$ cat src/rtl/inv_mixcolumns_iter.sv
// Iterative AES InvMixColumns engine: accepts a 128-bit state, rewrites it in
// place COLS_PER_CYCLE columns per clock and returns it over a valid/ready pair.
module inv_mixcolumns_iter #(
    parameter int COLS_PER_CYCLE = 1
) (
    input  logic         clk,
    input  logic         rst,
    input  logic         in_valid,
    output logic         in_ready,
    input  logic [127:0] in_data,
    input  logic         in_bypass,
    output logic         out_valid,
    input  logic         out_ready,
    output logic [127:0] out_data
);

    localparam int STEPS = 4 / COLS_PER_CYCLE;
    localparam logic [1:0] LAST_STEP = 2'(STEPS - 1);

    if (!((COLS_PER_CYCLE == 1) || (COLS_PER_CYCLE == 2) || (COLS_PER_CYCLE == 4))) begin : g_bad_cols
        $error("inv_mixcolumns_iter: COLS_PER_CYCLE must be 1, 2 or 4");
    end

    typedef enum logic [1:0] {
        S_IDLE = 2'd0,
        S_BUSY = 2'd1,
        S_DONE = 2'd2
    } state_t;

    function automatic logic [7:0] xtime(input logic [7:0] b);
        return {b[6:0], 1'b0} ^ ({8{b[7]}} & 8'h1b);
    endfunction

    // One column: multiples 9/B/D/E are built from the x2/x4/x8 chain.
    function automatic logic [31:0] inv_mix_col(input logic [31:0] col);
        logic [7:0] a   [4];
        logic [7:0] m9  [4];
        logic [7:0] mb  [4];
        logic [7:0] md  [4];
        logic [7:0] me  [4];
        logic [7:0] x2;
        logic [7:0] x4;
        logic [7:0] x8;
        for (int r = 0; r < 4; r++) begin
            a[r]  = col[31-8*r -: 8];
            x2    = xtime(a[r]);
            x4    = xtime(x2);
            x8    = xtime(x4);
            m9[r] = x8 ^ a[r];
            mb[r] = x8 ^ x2 ^ a[r];
            md[r] = x8 ^ x4 ^ a[r];
            me[r] = x8 ^ x4 ^ x2;
        end
        return {me[0] ^ mb[1] ^ md[2] ^ m9[3],
                m9[0] ^ me[1] ^ mb[2] ^ md[3],
                md[0] ^ m9[1] ^ me[2] ^ mb[3],
                mb[0] ^ md[1] ^ m9[2] ^ me[3]};
    endfunction

    state_t         r_state;
    state_t         w_state_nxt;
    logic [1:0]     r_cnt;
    logic [127:0]   r_data;
    logic           r_bypass;
    logic           r_in_ready;
    logic           r_out_valid;
    logic           w_load;
    logic           w_step;
    logic [127:0]   w_data_nxt;

    // Next-state and datapath control decode.
    always_comb begin
        w_state_nxt = r_state;
        w_load      = 1'b0;
        w_step      = 1'b0;
        case (r_state)
            S_IDLE: begin
                if (in_valid) begin
                    w_state_nxt = S_BUSY;
                    w_load      = 1'b1;
                end else begin
                    w_state_nxt = S_IDLE;
                end
            end
            S_BUSY: begin
                w_step = 1'b1;
                if (r_cnt == LAST_STEP) begin
                    w_state_nxt = S_DONE;
                end else begin
                    w_state_nxt = S_BUSY;
                end
            end
            S_DONE: begin
                if (out_ready) begin
                    w_state_nxt = S_IDLE;
                end else begin
                    w_state_nxt = S_DONE;
                end
            end
            default: w_state_nxt = S_IDLE;
        endcase
    end

    // Transform the columns selected by the step counter; others pass through.
    always_comb begin
        int idx;
        idx        = 0;
        w_data_nxt = r_data;
        for (int g = 0; g < COLS_PER_CYCLE; g++) begin
            idx = int'(r_cnt) * COLS_PER_CYCLE + g;
            w_data_nxt[(3-idx)*32 +: 32] = inv_mix_col(r_data[(3-idx)*32 +: 32]);
        end
    end

    // State register with handshake flags registered alongside it.
    always_ff @(posedge clk) begin
        if (rst) begin
            r_state     <= S_IDLE;
            r_in_ready  <= 1'b1;
            r_out_valid <= 1'b0;
        end else begin
            r_state     <= w_state_nxt;
            r_in_ready  <= (w_state_nxt == S_IDLE);
            r_out_valid <= (w_state_nxt == S_DONE);
        end
    end

    // Data register, bypass flag and step counter.
    always_ff @(posedge clk) begin
        if (rst) begin
            r_data   <= 128'd0;
            r_bypass <= 1'b0;
            r_cnt    <= 2'd0;
        end else if (w_load) begin
            r_data   <= in_data;
            r_bypass <= in_bypass;
            r_cnt    <= 2'd0;
        end else if (w_step) begin
            if (!r_bypass) begin
                r_data <= w_data_nxt;
            end
            if (r_cnt != LAST_STEP) begin
                r_cnt <= r_cnt + 2'd1;
            end
        end
    end

    assign in_ready  = r_in_ready;
    assign out_valid = r_out_valid;
    assign out_data  = r_data;

endmodule

$ cat config.mk
export PLATFORM = sky130hd
export DESIGN_NAME = inv_mixcolumns_iter
export DESIGN_NICKNAME = d
export VERILOG_FILES = /design/src/rtl/inv_mixcolumns_iter.sv
export SDC_FILE = /design/constraint.sdc
export NUM_CORES = 1
export LEC_CHECK = 0
export CAP_MARGIN = 5
export CORE_MARGIN = 1
export CORE_UTILIZATION = 50
export CTS_BUF_LIST = sky130_fd_sc_hd__clkbuf_8
export DETAILED_ROUTE_END_ITERATION = 8
export PLACE_DENSITY_LB_ADDON = 0.1
export SLEW_MARGIN = 10
export SYNTH_ARGS = -nofsm -noshare
export SYNTH_HDL_FRONTEND = slang
export SYNTH_SLANG_ARGS = --single-unit
$ cat constraint.sdc
create_clock -name clk -period 3.8 [get_ports clk]
set_clock_uncertainty 0.1 [all_clocks]
set_input_delay 0.38 -clock clk [delete_from_list [all_inputs] [get_ports clk]]
set_output_delay 0.38 -clock clk [all_outputs]
set_load 0.005 [all_outputs]
==> impl_metrics.ini <==
[sta]
period_share_pct = 96.1
timing.final.ws_setup_ps = 149
hold_viol_final = 0
setup_violations = 0
setup_tns_ps = 0
slew_violations = 0
max_freq_ghz = 0.274
rsz0062_at_grt = no
fin_hold_ws_ps = 372
worstMarginPinSlew_ps = 1260
min_period_ps = 3650
maxSlewHeadroom_pct = 16.2

[drt]
drt_iter0_markers = 1047
num_vias = 8960
postRouteAntennaNets = 0
routed_wirelength_mm = 35.9
dr.pass1.iters = 5
drc_errors = 0
avgViaCountPerCell = 6.45
wl_per_cell_um = 25.9

[logic_synthesis]
syn-cell-area_um2 = 9000
synthArstFlopShare_pct = 0
ys_seq_area_share_pct = 30.0
yosys-top-cells-area = dfxtp_1, xnor3_1, xnor2_1
yosys_most_used_dff = dfxtp_1
yosys_register_bits = 135
yosysTopAreaCellShare_pct = 30.0
syn_nets = 1050
synth_edf_count = 0
yosys_warnings = 0
yosys.area.top_type = dfxtp_1
synthCells = 913
ys_types = 40
avgSynthCellArea_um2 = 9.86

[setup_path]
slowest_delay_ps = 680
critPathCaptureType = register
path_cells = buf_12 > mux4_2 > xnor2_1 > xnor3_1 > xnor2_1 > xnor2_1 > a221oi_1 > nor3_1
critPathMaxFanout = 14
critPathLaunchType = register
crit_family = XOR/XNOR gates
crit_top_cell = xnor2_1
reg2reg_from = r_cnt[0]$_SDFFE_PP0P_
critical_path_required_ps = 4090
cp_slowest_cell = mux4_2
worst-path-buf-inv = 1
worstSetupStartpoint = r_cnt[0]$_SDFFE_PP0P_
critical_path_class = register to register
cp_data_arrival_time_ps = 3940

[layout]
layout_common_cells = clkdlybuf4s50_1, nor2_1, dfxtp_1
drive_above_1_share_pct = 13.2
fin_cells = 1389
final_nets = 1288
nFillCells = 1380
mostFrequentLayoutCell = clkdlybuf4s50_1
syn_to_final_growth_pct = 37.4
antennaDiodeCount = 0

[placed_design]
place_inst = 1357
gp_routability_congestion = 0.985
dp_worst_setup_slack_ps = 211
dpl.hpwl_mm = 25.5
portBuffers = 262

[global_route]
grt_use_total_pct = 39.2
overflow = 0
grt_max_degree = 114
grt_pass1_vias = 8532
grt_pass1_wl_mm = 52.6
antenna_found_initial = 1

[worst_hold_path]
worstHoldStart = in_bypass
hold_path_class = input pin to register

[run]
max-cap-violations = 0

[status]
status = complete, no violations

[floorplanning]
dieArea_um2 = 18500
die_w_um = 136
core_um2 = 17400
io_pins = 263
dieHeight_um = 136
start_util_pct = 51.7
std_cell_rows = 48

[clocking]
cts_max_path_buffers = 2
path_clk_slew_ps = 90
cts.sinks = 135
clock_latency_ps = 480
postCtsHoldBufs = 0
cts_tree = done
ctsHtreeMaxLevel = 4
cts_root_buf = clkbuf_8
cts_buffers = 17
==> tightest hold or removal path, delay by kind of cell <==
| kind | cells | cell delay [ps] |
|---|---|---|
| compound gates | 1 | 50 |
| buf+inv | 1 | 400 |
| simple gates | 1 | 70 |
==> flip-flops by register name, indices dropped and copies added, names as in the netlist <==
register   cells
in_ready       1
r_cnt          2
r_state        2
out_valid      1
out_data     128
r_bypass       1
==> final timing paths <==
path                               endpoint  slack (ps)  cells after the start
setup / recovery  out_data[18]$_SDFFE_PP0P_         150                      8
hold / removal        r_bypass$_SDFFE_PP0P_         370                      3
setup reg to reg  out_data[18]$_SDFFE_PP0P_         150                      8
hold reg to reg       r_bypass$_SDFFE_PP0P_         380                      2
==> per-layer routing <==
metal	vias up	share of wire (%)	global-route usage, %
met5	-	0.036	0
met4	2	3.6	16.5
met3	97	12	9.66
met2	704	45	58.7
met1	4345	39	53.6
li1	3812	-	-
==> synthesized netlist by cell type (3+ instances only) <==
cell       instances
a211oi_1           8
a21o_1             4
a21oi_1           44
a221oi_1          77
a221oi_2           7
a2bb2oi_1          8
buf_2             14
buf_6              7
clkbuf_1          67
dfxtp_1          135
ha_1               4
mux4_2            32
nand2_1            6
nor2_1           134
nor3_1            88
o21ai_0           71
xnor2_1           90
xnor2_2           14
xnor2_4            3
xnor3_1           39
xnor3_2            3
xor2_1            30
xor2_2             4
xor3_1             5
==> cell type report <==
cell class / count / area [um2] / area share, %
clock inverter: 13 / 156 / 1.26
clock buffer: 19 / 262 / 2.11
sequential: 135 / 2710 / 21.9
tap: 225 / 282 / 2.28
inverter: 2 / 7.51 / 0.0607
multi-input combinational: 686 / 5930 / 48.0
timing repair buffer: 309 / 3020 / 24.4
==> per-stage QoR <==
| step | cell area (um2) | utilization, % |
|---|---|---|
| after floorplan | 9000 | - |
| after global placement | 11900 | 68.6 |
| after detailed placement | 11900 | 68.6 |
| after CTS | 12400 | 71.0 |
| after global routing | 12400 | 71.0 |
| final | 12400 | 71.0 |
==> logic make-up after synthesis <==
group | share of synthesized area, %
xor+xnor | 28.0
compound gates | 16.9
simple gates | 11.7
flops | 30.0
fa+ha+maj | 0.556
buf+inv | 4.78
mux | 8.01
==> repair_timing <==
action | in CTS | in global routing
buffers inserted | 0 | 0
resized for setup | 0 | 1
endpoints found under the setup margin | 0 | 1
Power is not shown: default switching activity piles up to over one toggle a cycle in this logic, so the estimate is an artifact.
